--- config.mk ---
export PLATFORM = sky130hd
export DESIGN_NAME = deserializer_unit_cell_16_flat
export DESIGN_NICKNAME = d
export VERILOG_FILES = /design/src/rtl/deserializer_unit_cell_16_if.sv /design/src/rtl/deserializer_unit_cell_16.sv /design/src/flat_wrapper.sv
export SDC_FILE = /design/constraint.sdc
export NUM_CORES = 1
export LEC_CHECK = 0
export CORE_MARGIN = 5
export CORE_UTILIZATION = 45
export CTS_CLUSTER_DIAMETER = 30
export DETAILED_ROUTE_END_ITERATION = 10
export GPL_ROUTABILITY_DRIVEN = 0
export PLACE_DENSITY = 0.8
export SYNTH_ARGS = -nofsm -noshare
export SYNTH_HDL_FRONTEND = slang
export SYNTH_SLANG_ARGS = --single-unit
export TNS_END_PERCENT = 10
--- constraint.sdc ---
create_clock -name CLK -period 4.08 [get_ports CLK]
set_clock_uncertainty 0.1 [all_clocks]
set_input_delay 0.816 -clock CLK [delete_from_list [all_inputs] [get_ports CLK]]
set_output_delay 0.816 -clock CLK [all_outputs]
set_load 0.005 [all_outputs]
--- src/rtl/deserializer_unit_cell_16_if.sv ---
// Bundle of the serial input and parallel/status outputs.
// master drives SERIAL_IN; slave is the deserializer side.
interface deserializer_unit_cell_16_if;
    logic        SERIAL_IN;
    logic [15:0] PAR_OUT;
    logic        PAR_VALID;
    logic        LOCKED;
    logic        SYNC_SEEN;
    logic [7:0]  ERR_COUNT;

    modport master (
        output SERIAL_IN,
        input  PAR_OUT,
        input  PAR_VALID,
        input  LOCKED,
        input  SYNC_SEEN,
        input  ERR_COUNT
    );

    modport slave (
        input  SERIAL_IN,
        output PAR_OUT,
        output PAR_VALID,
        output LOCKED,
        output SYNC_SEEN,
        output ERR_COUNT
    );
endinterface

--- src/rtl/deserializer_unit_cell_16.sv ---
// Serial-to-parallel receiver with sync-word alignment and lock timeout.
// Optional lock-loss counter: define DESER_ERR_CNT_EN.
module deserializer_unit_cell_16 #(
    parameter logic [15:0] SYNC_WORD    = 16'hC5AF,
    parameter int unsigned LOCK_TIMEOUT = 32
) (
    input  logic                          CLK,
    input  logic                          RESET,
    deserializer_unit_cell_16_if.slave    bus
);

    typedef enum logic {
        HUNT   = 1'b0,
        LOCKED = 1'b1
    } state_t;

    localparam logic [7:0] TO_W = LOCK_TIMEOUT[7:0];

    state_t      state_q, state_d;
    logic [15:0] sr_q, sr_d;
    logic [3:0]  bit_cnt_q, bit_cnt_d;
    logic [7:0]  word_cnt_q, word_cnt_d;
    logic [7:0]  word_inc;
    logic [15:0] par_out_q, par_out_d;
    logic        par_valid_q, par_valid_d;
    logic        sync_seen_q, sync_seen_d;
    logic [15:0] w;
    logic        is_sync;
`ifdef DESER_ERR_CNT_EN
    logic [7:0]  err_q, err_d;
`endif

    assign w        = {sr_q[14:0], bus.SERIAL_IN};
    assign is_sync  = (w == SYNC_WORD);
    assign word_inc = word_cnt_q + 8'd1;

    // State register and all output registers, synchronous reset
    always_ff @(posedge CLK) begin
        if (RESET) begin
            state_q     <= HUNT;
            sr_q        <= '0;
            bit_cnt_q   <= '0;
            word_cnt_q  <= '0;
            par_out_q   <= '0;
            par_valid_q <= 1'b0;
            sync_seen_q <= 1'b0;
`ifdef DESER_ERR_CNT_EN
            err_q       <= '0;
`endif
        end else begin
            state_q     <= state_d;
            sr_q        <= sr_d;
            bit_cnt_q   <= bit_cnt_d;
            word_cnt_q  <= word_cnt_d;
            par_out_q   <= par_out_d;
            par_valid_q <= par_valid_d;
            sync_seen_q <= sync_seen_d;
`ifdef DESER_ERR_CNT_EN
            err_q       <= err_d;
`endif
        end
    end

    // Next-state: hunt for sync, then frame words every 16 bits
    always_comb begin
        state_d     = state_q;
        sr_d        = w;
        bit_cnt_d   = bit_cnt_q;
        word_cnt_d  = word_cnt_q;
        par_out_d   = par_out_q;
        par_valid_d = 1'b0;
        sync_seen_d = 1'b0;
`ifdef DESER_ERR_CNT_EN
        err_d       = err_q;
`endif
        unique case (state_q)
            HUNT: begin
                if (is_sync) begin
                    state_d     = LOCKED;
                    bit_cnt_d   = '0;
                    word_cnt_d  = '0;
                    sync_seen_d = 1'b1;
                end
            end
            LOCKED: begin
                bit_cnt_d = bit_cnt_q + 4'd1;
                if (bit_cnt_q == 4'd15) begin
                    if (is_sync) begin
                        sync_seen_d = 1'b1;
                        word_cnt_d  = '0;
                    end else begin
                        par_out_d   = w;
                        par_valid_d = 1'b1;
                        word_cnt_d  = word_inc;
                        // Last unsynced word is still delivered
                        if (word_inc == TO_W) begin
                            state_d = HUNT;
`ifdef DESER_ERR_CNT_EN
                            if (err_q != 8'hFF)
                                err_d = err_q + 8'd1;
`endif
                        end
                    end
                end
            end
            default: state_d = HUNT;
        endcase
    end

    assign bus.PAR_OUT   = par_out_q;
    assign bus.PAR_VALID = par_valid_q;
    assign bus.LOCKED    = (state_q == LOCKED);
    assign bus.SYNC_SEEN = sync_seen_q;
`ifdef DESER_ERR_CNT_EN
    assign bus.ERR_COUNT = err_q;
`else
    assign bus.ERR_COUNT = 8'h00;
`endif

endmodule

--- src/flat_wrapper.sv ---
// flat-port wrapper written by rule: the top's interface ports become plain ports
module deserializer_unit_cell_16_flat 
#(
    parameter logic [15:0] SYNC_WORD    = 16'hC5AF,
    parameter int unsigned LOCK_TIMEOUT = 32
)
  (CLK, RESET, bus_SERIAL_IN, bus_PAR_OUT, bus_PAR_VALID, bus_LOCKED, bus_SYNC_SEEN, bus_ERR_COUNT);
  deserializer_unit_cell_16_if bus_i ();
  input  logic CLK;
  input  logic RESET;
  input wire logic [$bits(bus_i.SERIAL_IN)-1:0] bus_SERIAL_IN;
  output wire logic [$bits(bus_i.PAR_OUT)-1:0] bus_PAR_OUT;
  output wire logic [$bits(bus_i.PAR_VALID)-1:0] bus_PAR_VALID;
  output wire logic [$bits(bus_i.LOCKED)-1:0] bus_LOCKED;
  output wire logic [$bits(bus_i.SYNC_SEEN)-1:0] bus_SYNC_SEEN;
  output wire logic [$bits(bus_i.ERR_COUNT)-1:0] bus_ERR_COUNT;
  assign bus_i.SERIAL_IN = bus_SERIAL_IN;
  assign bus_PAR_OUT = bus_i.PAR_OUT;
  assign bus_PAR_VALID = bus_i.PAR_VALID;
  assign bus_LOCKED = bus_i.LOCKED;
  assign bus_SYNC_SEEN = bus_i.SYNC_SEEN;
  assign bus_ERR_COUNT = bus_i.ERR_COUNT;
  deserializer_unit_cell_16 #(.SYNC_WORD(SYNC_WORD), .LOCK_TIMEOUT(LOCK_TIMEOUT)) u_core (.CLK(CLK), .RESET(RESET), .bus(bus_i));
endmodule
## After elaboration in Yosys (flattened, before gate mapping)

Cells that the tools add are included.

| storage, ports and cells | value |
|---|---|
| flip-flop bits (word level) | 46 |
| word-level logic and storage cells | 34 |

| cells by class | value |
|---|---|
| bitwise logic cells | 3 |
| add/subtract/negate cells | 2 |
| equal/unequal tests | 5 |
| muxes and demuxes | 14 |
| reduce and logical (&&, ||, !) cells | 3 |

Operator list:

| kind | number |
|---|---|
| 2-to-1 mux 8 bit | 3 |
| == test 16 bit (second input constant) | 1 |
| case mux 8 bit (2 select lines) | 1 |
| adder 8 x 1 -> 8 bit (second input constant) | 1 |
| == test 8 x 6 -> 1 bit (second input constant) | 1 |
| case mux 4 bit (2 select lines) | 1 |
| 2-to-1 mux 1 bit | 6 |
| adder 4 x 1 -> 4 bit (second input constant) | 1 |
| == test 4 bit (second input constant) | 1 |
| 2-to-1 mux 4 bit | 1 |
| case mux 1 bit (2 select lines) | 2 |
| NOT 1 bit | 3 |
| AND reduction 3 bit | 1 |
| OR reduction 3 bit | 1 |
| != test 2 x 1 -> 1 bit (second input constant) | 1 |
| != test 2 bit (second input constant) | 1 |
| AND reduction 2 bit | 1 |

## Logic depth before layout (Yosys ltp)

Gate-level depths: netlist of the first run.

| logic depth | value |
|---|---|
| depth after elaboration | 6 |
| gate-level depth with buffers | 6 |

## Least setup slack after synthesis of the first run

OpenSTA, ideal clock, no wires.

| path | value |
|---|---|
| kind | input to register |
| start point | input port bus_SERIAL_IN |
| end point | register u_core.word_cnt_q[5] |
| library setup time | 0.074 ns |
| path buffers | 1 |
| stages | 5 |
| arrival time | 1.984 ns |
| slack | 1.922 ns |
| data required time | 3.906 ns |
| cells stage by stage | and4b_1 -> and4_4 -> buf_6 -> or4_1 -> a31oi_1 |

| between the ends | value |
|---|---|
| longest elaborated chain between the ends | 4 |
| elaborated cells on any way between the ends | 6 |

RTL lines:

| item | line | source |
|---|---|---|
| from (decl) | flat_wrapper.sv:11 | `input wire logic [$bits(bus_i.SERIAL_IN)-1:0] bus_SERIAL_IN;` |
| == test 16 bit (*) | deserializer_unit_cell_16.sv:34 | `assign is_sync = (w == SYNC_WORD);` |
| 2-to-1 mux 8 bit | deserializer_unit_cell_16.sv:88 | `if (is_sync) begin` |
| 2-to-1 mux 8 bit | deserializer_unit_cell_16.sv:87 | `if (bit_cnt_q == 4'd15) begin` |
| case mux 8 bit (2 select lines) | deserializer_unit_cell_16.sv:76 | `unique case (state_q)` |
| to (signal assigned) | deserializer_unit_cell_16.sv:54 | `word_cnt_q <= word_cnt_d;` |
| to (decl) | deserializer_unit_cell_16.sv:22 | `logic [7:0] word_cnt_q, word_cnt_d;` |

Every way passes the cells marked *; elsewhere a longest branch is shown, timed or not. The select of a mux whose other input is x is not followed.
A chain may end at the register's enable or synchronous reset.

## Final worst setup path of the first run

| path | value |
|---|---|
| start point | input port bus_SERIAL_IN |
| end point | register u_core.word_cnt_q[6] |

The elaborated chain is that of the path after synthesis.

==> metrics.md, run 1 <==
| Metric | Value |
|---|---|
| Status | `complete, no violations` |
| Met3 Usage GRT | `4.354%` |
| Crit Path Category | `input port to flip-flop` |
| Area growth, synth to finish | `14.39%` |
| DRT iter0 DRCs | `149` |
| Share of cells above drive strength 1 | `5.462%` |
| Clock sinks | `46` |
| Die Area | `0.005723 mm^2` |
| Critical path data arrival time | `2.60 ns` |
| Avg Cell Area, Syn | `8.697 um^2` |
| Post-Syn Instances | `223` |
| Global router's overall resource usage | `16.29%` |
| Worst Setup End Kind | `flip-flop` |
| Reg-to-reg slack, setup | `1.63 ns` |
| Crit start category | `input port` |
| Fmax | `0.3973 GHz` |
| Post-CTS Setup Inserts | `0` |
| Final Cycle Share | `61.68%` |
| Vias per inst | `5.722` |
| Hold crit path type | `flip-flop to flip-flop` |
| Cts hold-fix bufs | `0` |
| RSZ-0062 raised after global routing | `no` |
| Area leader, netlist | `dfxtp_1` |
| # setup viols final | `0` |
| Initial antenna violation count | `0` |
| P per Cell Area | `331.9 mW/mm^2` |
| CTS tree | `built` |
| Core Area | `0.004086 mm^2` |
| Post-cts resize count | `0` |
| Area contributors post-synth | `dfxtp_1, nand3_1, a21oi_1, nor2b_1, o21ai_0` |
| WP data required | `4.16 ns` |
| Least-Margin Pin Slew | `0.9801 ns` |
| Clock slew at reported path FFs | `0.08 ns` |
| Ant diodes | `0` |
| Crit path time final | `2.517 ns` |
| Design area | `0.002218 mm^2` |
| #FFs+latches synth | `46` |
| Met1 usage | `21.18%` |
| Pins Over Slew Limit | `0` |
| I/O Pins | `30` |
| Grt ovf | `0` |
| Busiest grt layer | `met2` |
| Met2 usage | `25.79%` |
| Clk Latency, worst-skew pair | `0.30 ns` |
| WL/cell | `14.18 um` |
| Clk root buf | `clkbuf_8` |
| Max FO, Critical Path | `18` |
| Pleak | `0.7376 nW` |
| Row count | `23` |
| Hold Fails Final Rpt | `0` |
| Post-synth top area share | `47.48%` |
| Largest net degree at the start of global routing | `21` |
| Number of library cell types mapped by synthesis | `37` |
| First-pass GRT wire length | `7079 um` |
| Worst slew margin | `34.42%` |
| Mapped Area | `0.001939 mm^2` |
| Final #Nets | `242` |
| Max-cap violations | `0` |
| DP HPWL | `2774 um` |
| H-tree Lvls | `2` |
| Vias in the first global route | `1,552` |
| Number of synthesis warnings | `0` |
| Area after DPL | `0.002132 mm^2` |
| Post-synthesis sequential area ratio | `47.48%` |
| Initial core utilization | `47.46%` |
| Chip width | `75.65 um` |
| Peak VDD IR | `0.1981 mV` |
| Vias | `1,648` |
| # DRC | `0` |
| Overall routed net length | `4084 um` |
| Bufs on Longest Clock Path | `2` |
| Port buffer count | `21` |
| Routed Antenna Nets | `0` |
| TritonCTS Buffers | `5` |
| Die height | `75.65 um` |
| Setup tns final | `0 ns` |
| TritonRoute pass-1 iters | `4` |
[routing by layer]
layer	share of wire [%]	up-vias
met5	0	-
met4	1.7	0
met3	6.0	6
met2	48	41
met1	45	778
li1	-	823
[cells in the mapped netlist]
master and count:
a21oi_1 22, nor2_1 6, xnor2_1 1, and3_1 2, or4_1 2, nand4_1 6
inv_2 1, and4bb_4 1, nor4_1 2, nand2_1 8, o21ai_0 19, buf_2 1
and4b_1 2, a31oi_1 5, and4_4 1, inv_1 1, nand3_1 29, nor3_1 5
a311oi_1 1, dfxtp_1 46, o21a_1 1, conb_1 1, nor2b_1 17, and2_1 1
a41oi_1 2, and4bb_1 1, buf_6 1, or3_1 2, o32ai_1 1, mux2i_1 2
ha_1 2, clkbuf_1 14, and4_1 1, o21ai_1 4, buf_4 8, o311ai_0 1
o211ai_1 3
[critical path, stage by stage]
cell	delay, ns
clkdlybuf4s50_1	0.49
and4b_1	0.27
nand4_1	0.41
buf_4	0.37
o311ai_0	0.12
a31oi_1	0.12
[registers in the layout, indices dropped and copies added, names as in the netlist]
name,cells
u_core.bus.PAR_OUT,16
u_core.bus.PAR_VALID,1
u_core.bit_cnt_q,4
u_core.bus.LOCKED,1
u_core.word_cnt_q,8
u_core.bus.SYNC_SEEN,1
u_core.sr_q,15
[metrics by stage]
step | hold slack (ns) | setup WS, ns | std cells | utilization (%) | total power (W)
5_1_grt | 0.3933 | 1.377 | 288 | 54.29 | 0.0007670
3_5_place_dp | 0.3634 | 1.265 | 280 | 52.17 | 0.0004759
3_3_place_gp | 0.3628 | 1.337 | 280 | 52.17 | 0.0004759
2_1_floorplan | 0.3398 | 1.922 | 230 | - | 0.0004762
6_report | 0.3768 | 1.563 | 288 | 54.29 | 0.0007363
4_1_cts | 0.3781 | 1.587 | 288 | 54.29 | 0.0007462
[report_power, final]
part | switching [W] | leakage [nW] | internal [W]
Sequential | 0.00000109 | 0.371 | 0.000450
Combinational | 0.0000101 | 0.322 | 0.00000442
Clock | 0.000150 | 0.0452 | 0.000121
Total | 0.000161 | 0.738 | 0.000575
[area by class of cell]
class / count / area (um^2)
fillers: 388 / 1868
flip-flops and latches: 46 / 920.9
multi-input cells: 158 / 908.4
repair buffers: 24 / 232.7
clock buffers: 6 / 72.57
well taps: 50 / 62.56
clock inverters: 2 / 13.76
inverters: 2 / 7.507
[path summary, 6_finish.rpt]
path,depth (start not counted),from,end
setup / recovery,6,bus_SERIAL_IN,u_core.word_cnt_q[6]
hold / removal,2,u_core.bus.PAR_OUT[8],u_core.bus.PAR_OUT[8]
setup reg to reg,3,u_core.bus.LOCKED,u_core.word_cnt_q[5]
hold reg to reg,2,u_core.bus.PAR_OUT[8],u_core.bus.PAR_OUT[8]
[logic make-up (layout without fill, tap and decap cells)]
family                     after synthesis  after routing  share of synthesized area (%)
buffers and inverters                   26             34                          7.032
and+or+nand+nor                         86             86                          25.48
AOI/OAI and AO/OA                       59             59                          17.03
muxes                                    2              2                          1.032
other                                    1              8                         0.1934
DFF                                     46             46                          47.48
adders and majority gates                2              2                          1.290
xor gates and xnor gates                 1              1                         0.4517
[placed cells by master (no fill, tap or decap), types with 2 or more instances in the layout]
master and count:
clkdlybuf4s50_1 21, ha_1 2, conb_1 8, o21ai_0 19, nor2b_1 17, nor3_1 5, nor4_1 2, a41oi_1 2
clkbuf_8 5, and3_1 2, or3_1 2, nand2_1 8, o21ai_1 4, o211ai_1 3, nand3_1 29, a21oi_1 22
a31oi_1 5, nand4_1 6, and4b_1 2, mux2i_1 2, buf_4 3, dfxtp_1 46, or4_1 2, nor2_1 6
No activity file was read; power rests on OpenSTA's default activity.
==> run 2: changes to the inputs <==
==> constraint.sdc (replaced) <==
create_clock -name CLK -period 2.4 [get_ports CLK]
set_clock_uncertainty 0.1 [all_clocks]
set_input_delay 0.48 -clock CLK [delete_from_list [all_inputs] [get_ports CLK]]
set_output_delay 0.48 -clock CLK [all_outputs]
set_load 0.005 [all_outputs]
==> run 2 against run 1 <==
Against the previous run: die area unchanged; utilization up 1.6 points; routed wire length down 1.2%; sequential share of layout area down 1.2 points; largest cell class unchanged; final area up 3.0%; non-clock buffer count up 4; global-route usage down 0.74 points; setup slack worse by 1.2 ns; sequential power up 70%; clock power up 110%; clock-buffer cell count unchanged; cell count up 1.4%.
==> metrics.md, run 2 (synthesis gave the netlist of run 1 again) <==
| Metric | Value |
|---|---|
| Status | `complete, no violations` |
| Largest stage delay, worst path | `0.58 ns (+0.09 ns)` |
| Largest net degree at the start of global routing | `48 (+130%)` |
| Design Power | `0.001359 W (+85%)` |
| Most common cell after layout, fill and taps aside | `dfxtp_1` |
| Max reg flops | `16 (unchanged)` |
| I/O Pins | `30 (unchanged)` |
| Peak VDD IR | `0.3877 mV (+96%)` |
| Design area | `0.002285 mm^2 (+3.0%)` |
| Crit Path Category | `flip-flop to output pin` |
| First-pass GRT wire length | `6810 um (-3.8%)` |
| Share of cells above drive strength 1 | `7.025% (+1.6 points)` |
| Clk root buf | `clkbuf_8` |
| Port buffer count | `21 (unchanged)` |
| Vias | `1,653 (+0.30%)` |
| WP data required | `1.82 ns (-2.34 ns)` |
| Final #Nets | `246 (+1.7%)` |
| Least-Margin Pin Slew | `0.6386 ns (-0.3415 ns)` |
| Chip width | `75.65 um (unchanged)` |
| Overall routed net length | `4037 um (-1.2%)` |
| Hold Slack | `0.3761 ns (-0.0007810 ns)` |
| Post-cts resize count | `0 (unchanged)` |
| Clock sinks | `46 (unchanged)` |
| Hold Fails Final Rpt | `0 (unchanged)` |
| Crit path buf inv count | `1 (-1)` |
| Cts hold-fix bufs | `0 (unchanged)` |
| Pins Over Slew Limit | `0 (unchanged)` |
| Area after DPL | `0.002175 mm^2 (+2.0%)` |
| Global router's overall resource usage | `15.54% (-0.74 points)` |
| # DRC | `0 (unchanged)` |
| DP HPWL | `2686 um (-3.2%)` |
| # setup viols final | `0 (unchanged)` |
| Grt ovf | `0 (unchanged)` |
| Area growth, synth to finish | `17.81%` |
| Pre-CTS setup slack | `0.1504 ns (-1.114 ns)` |
| Initial antenna violation count | `0 (unchanged)` |
| H-tree Lvls | `2 (unchanged)` |
| WL/cell | `13.83 um (-2.5%)` |
| Max FO, Critical Path | `9 (-9)` |
| Area taken by multi-input logic gates | `908.4 um^2 (unchanged)` |
| Worst Setup End Kind | `output pin` |
| Crit path time final | `2.013 ns` |
| RSZ-0062 raised after global routing | `no` |
| Max-cap violations | `0 (unchanged)` |
| Routed Antenna Nets | `0 (unchanged)` |
| TritonCTS Buffers | `5 (unchanged)` |
| Initial core utilization | `47.46% (unchanged)` |
| Clock slew at reported path FFs | `0.08 ns (about the same)` |
| Row count | `23 (unchanged)` |
| Vias per inst | `5.661 (-1.1%)` |
| Worst slew margin | `56.86% (+22 points)` |
| CTS tree | `built` |
| TritonRoute pass-1 iters | `4 (unchanged)` |
| Bufs on Longest Clock Path | `2 (unchanged)` |
| Vias in the first global route | `1,501 (-3.3%)` |
| Hold crit path type | `flip-flop to flip-flop` |
| P per Cell Area | `594.8 mW/mm^2 (+79%)` |
| DRT iter0 DRCs | `185 (+24%)` |
| Ant diodes | `0 (unchanged)` |
| Pleak | `0.7683 nW (+4.2%)` |
| Most frequent cells in the layout | `dfxtp_1, nand3_1, a21oi_1, clkdlybuf4s50_1, o21ai_0` |
| Critical path data arrival time | `1.43 ns (-1.17 ns)` |
| Fillers | `387 (-0.26%)` |
| Register area | `920.9 um^2 (unchanged)` |
| Setup ws final | `0.3874 ns (-1.176 ns)` |
| Post-CTS Setup Inserts | `0 (unchanged)` |
| CP max-delay cell | `clkdlybuf4s50_1` |
| Fmax | `0.4969 GHz` |
| Clk Latency, worst-skew pair | `0.30 ns (about the same)` |
| Final Cycle Share | `83.86%` |
| Crit start category | `flip-flop` |
| CP cell instances | `clkdlybuf4s50_1` |
| Delay-heaviest family, CP | `buffers and inverters` |
| Core Area | `0.004086 mm^2 (unchanged)` |
| Die height | `75.65 um (unchanged)` |
| Die Area | `0.005723 mm^2 (unchanged)` |
| Setup tns final | `0 ns (unchanged)` |
run 2: cell types whose count changed in the layout (fill, tap and decap cells not counted), sizes merged:
cell | before | now
bufinv | 0 | 1
buf | 3 | 7
clkinvlp | 0 | 1
clkinv | 2 | 0
run 2: through the flow:
step           utilization, %  instances
2_1_floorplan               -        230
3_3_place_gp            53.21        284
3_5_place_dp            53.21        284
4_1_cts                 55.91        292
5_1_grt                 55.91        292
6_report                55.91        292
run 2: per-layer routing:
| metal | share of wire (%) | routed length (um) | GRT usage, % |
|---|---|---|---|
| met1 | 48 | 1932 | 21.08 |
| met5 | 0 | 0 | 0 |
| met2 | 47 | 1883 | 23.39 |
| met3 | 3.8 | 155 | 3.430 |
| met4 | 1.6 | 65 | 7.573 |
run 2: layout make-up:
class / count / area share, %
sequential: 46 / 40.31
multi-input combinational: 158 / 39.76
timing repair buffer: 28 / 12.05
clock inverter: 2 / 1.643
tap: 50 / 2.738
clock buffer: 6 / 3.176
inverter: 2 / 0.3286
run 2: power breakdown:
| part | switching [W] | internal (W) | leakage, nW |
|---|---|---|---|
| sequential | 0.00000170 | 0.000765 | 0.371 |
| clock | 0.000256 | 0.000311 | 0.0514 |
| combinational | 0.0000165 | 0.00000878 | 0.346 |
| total | 0.000274 | 0.00108 | 0.768 |
run 2: final timing paths:
check / startpoint / end / slack (ns) / cells after the start
worst max-delay path: u_core.bus.LOCKED / bus_LOCKED / 0.39 / 1
worst min-delay path: u_core.bus.PAR_OUT[1] / u_core.bus.PAR_OUT[1] / 0.38 / 2
worst max register to register: u_core.bit_cnt_q[0] / u_core.bus.PAR_OUT[12] / 0.67 / 6
worst min register to register: u_core.bus.PAR_OUT[1] / u_core.bus.PAR_OUT[1] / 0.38 / 2
==> run 3: changes to the inputs <==
==> constraint.sdc (replaced) <==
create_clock -name CLK -period 1.9 [get_ports CLK]
set_clock_uncertainty 0.1 [all_clocks]
set_input_delay 0.38 -clock CLK [delete_from_list [all_inputs] [get_ports CLK]]
set_output_delay 0.38 -clock CLK [all_outputs]
set_load 0.005 [all_outputs]
==> run 3 against run 2 <==
Against the previous run: global-route usage increased by 1.0 points; cell count increased by 1.7%; sequential power increased by 26%; critical path type is now input port to flip-flop; highest routed layer unchanged.
==> metrics.md, run 3 (synthesis gave the netlist of run 1 again) <==
| Metric | Value |
|---|---|
| Status | `complete, no violations` |
| H-tree Lvls | `2 (unchanged)` |
| Final Cycle Share | `97.67%` |
| # DRC | `0 (unchanged)` |
| Max reg flops | `16 (unchanged)` |
| Pleak | `0.7959 nW (+3.6%)` |
| Design Power | `0.001708 W (+26%)` |
| Row count | `23 (unchanged)` |
| RR Endpoint | `u_core.word_cnt_q[5]` |
| Routed Antenna Nets | `0 (unchanged)` |
| Clock sinks | `46 (unchanged)` |
| # setup viols final | `0 (unchanged)` |
| Share of cells above drive strength 1 | `9.312% (+2.3 points)` |
| Post-CTS Setup Inserts | `0 (unchanged)` |
| Initial antenna violation count | `0 (unchanged)` |
| Met3 WL | `273 um (+76%)` |
| Hold Slack | `0.3791 ns (+0.003013 ns)` |
| Vias in the first global route | `1,594 (+6.2%)` |
| Initial core utilization | `47.46% (unchanged)` |
| Ant diodes | `0 (unchanged)` |
| Overall routed net length | `4385 um (+8.6%)` |
| Max FO, Critical Path | `3 (-6)` |
| Worst Setup End Kind | `flip-flop` |
| M1 WL | `1980 um (+2.5%)` |
| Final #Nets | `251 (+2.0%)` |
| Top routing layer in use | `met4` |
| WP data required | `2.02 ns (+0.20 ns)` |
| RSZ-0062 raised after global routing | `yes` |
| First-pass GRT wire length | `7238 um (+6.3%)` |
| P per Cell Area | `732.5 mW/mm^2 (+23%)` |
| TritonCTS Buffers | `5 (unchanged)` |
| Vias | `1,683 (+1.8%)` |
| Peak VDD IR | `0.4179 mV (+7.8%)` |
| Crit start category | `input port` |
| FF-to-FF Start | `u_core.sr_q[5]` |
| Critical path launch point | `bus_SERIAL_IN` |
| Pre-CTS setup slack | `-0.2347 ns (-0.3851 ns)` |
| Port buffer count | `21 (unchanged)` |
| Reg-to-reg slack, setup | `0.21 ns (-0.46 ns)` |
| Die height | `75.65 um (unchanged)` |
| Fillers | `385 (-0.52%)` |
| Vias per inst | `5.667 (+0.10%)` |
| Fmax | `0.5389 GHz` |
| I/O Pins | `30 (unchanged)` |
| Pins Over Slew Limit | `0 (unchanged)` |
| Setup ws final | `0.04420 ns (-0.3432 ns)` |
| Die Area | `0.005723 mm^2 (unchanged)` |
| Hold Fails Final Rpt | `0 (unchanged)` |
| Metal2 WL | `2074 um (+10%)` |
| Worst r2r path cells | `4 (-2)` |
| Core Area | `0.004086 mm^2 (unchanged)` |
| CTS tree | `built` |
| Critical path data arrival time | `1.98 ns (+0.55 ns)` |
| Clk root buf | `clkbuf_8` |
| Global router's overall resource usage | `16.59% (+1.0 points)` |
| Area growth, synth to finish | `20.19%` |
| Grt ovf | `0 (unchanged)` |
| Crit Path Category | `input port to flip-flop` |
| Most frequent cells in the layout | `dfxtp_1, nand3_1, a21oi_1, clkdlybuf4s50_1, o21ai_0` |
| TritonRoute pass-1 iters | `4 (unchanged)` |
| Crit path time final | `1.856 ns` |
| Clock slew at reported path FFs | `0.08 ns (about the same)` |
| Most common cell after layout, fill and taps aside | `dfxtp_1` |
| Hold crit path type | `flip-flop to flip-flop` |
| Clk Latency, worst-skew pair | `0.30 ns (about the same)` |
| Bufs on Longest Clock Path | `2 (unchanged)` |
| Largest net degree at the start of global routing | `29 (-40%)` |
| DRT iter0 DRCs | `182 (-1.6%)` |
| Critical Path End | `u_core.word_cnt_q[5]` |
| DP HPWL | `2900 um (+8.0%)` |
| Max-cap violations | `0 (unchanged)` |
| WL/cell | `14.76 um (+6.8%)` |
| Chip width | `75.65 um (unchanged)` |
## run 3: changes by cell type in the layout (fill, tap and decap cells not counted), sizes merged
cell	change
buf	+5
clkinvlp	-1
clkbuf	+1
## run 3: layer usage
metal,track usage [%],vias up
met2,26.85,47
met3,3.826,7
met4,6.214,0
met5,0,-
li1,-,837
met1,21.61,792
## run 3: final cells by class
type	count	area [um^2]	area share (%)
sequential	46	922.1	39.56
multi-input combinational	158	915.9	39.29
timing repair buffer	33	316.6	13.58
clock buffer	7	76.32	3.274
tap	50	62.56	2.684
clock inverter	1	30.03	1.288
inverter	2	7.507	0.3221
## run 3: worst min path at each step
stage                                from                      to  slack (ns)  cells past startpoint
finish              u_core.bus.PAR_OUT[8]   u_core.bus.PAR_OUT[8]        0.38                      2
global route        u_core.bus.PAR_OUT[1]   u_core.bus.PAR_OUT[1]        0.40                      2
CTS                 u_core.bus.PAR_OUT[5]   u_core.bus.PAR_OUT[5]        0.38                      2
detailed placement  u_core.bus.PAR_OUT[5]   u_core.bus.PAR_OUT[5]        0.37                      2
global placement    u_core.bus.PAR_OUT[7]   u_core.bus.PAR_OUT[7]        0.36                      2
floorplan                 u_core.sr_q[14]  u_core.bus.PAR_OUT[15]        0.34                      2
## run 3: critical path: stages
cell and delay (ns):
clkdlybuf4s50_1 0.44, and4b_1 0.26, and4_4 0.21, or4_1 0.50, a31oi_1 0.19
## run 3: power breakdown
| part | leakage, nW | switching [W] | internal, W |
|---|---|---|---|
| registers | 0.371 | 0.00000217 | 0.000966 |
| logic | 0.372 | 0.0000216 | 0.0000124 |
| clock network | 0.0524 | 0.000312 | 0.000393 |
## run 3: what timing repair did
action / in CTS / in global routing
hold buffers: 0 / 0
setup endpoints to repair: 0 / 4
gates resized for setup: 0 / 3
endpoints found under the hold margin: 0 / 0
## run 3: through the flow
stage	utilization [%]	TNS [ns]	instance area [um^2]	cells
2_1_floorplan	-	0	1966	230
3_3_place_gp	54.13	-2.610	2212	289
3_5_place_dp	54.13	-4.098	2212	289
4_1_cts	56.74	0	2318	297
5_1_grt	57.04	-0.07989	2331	297
6_report	57.04	0	2331	297
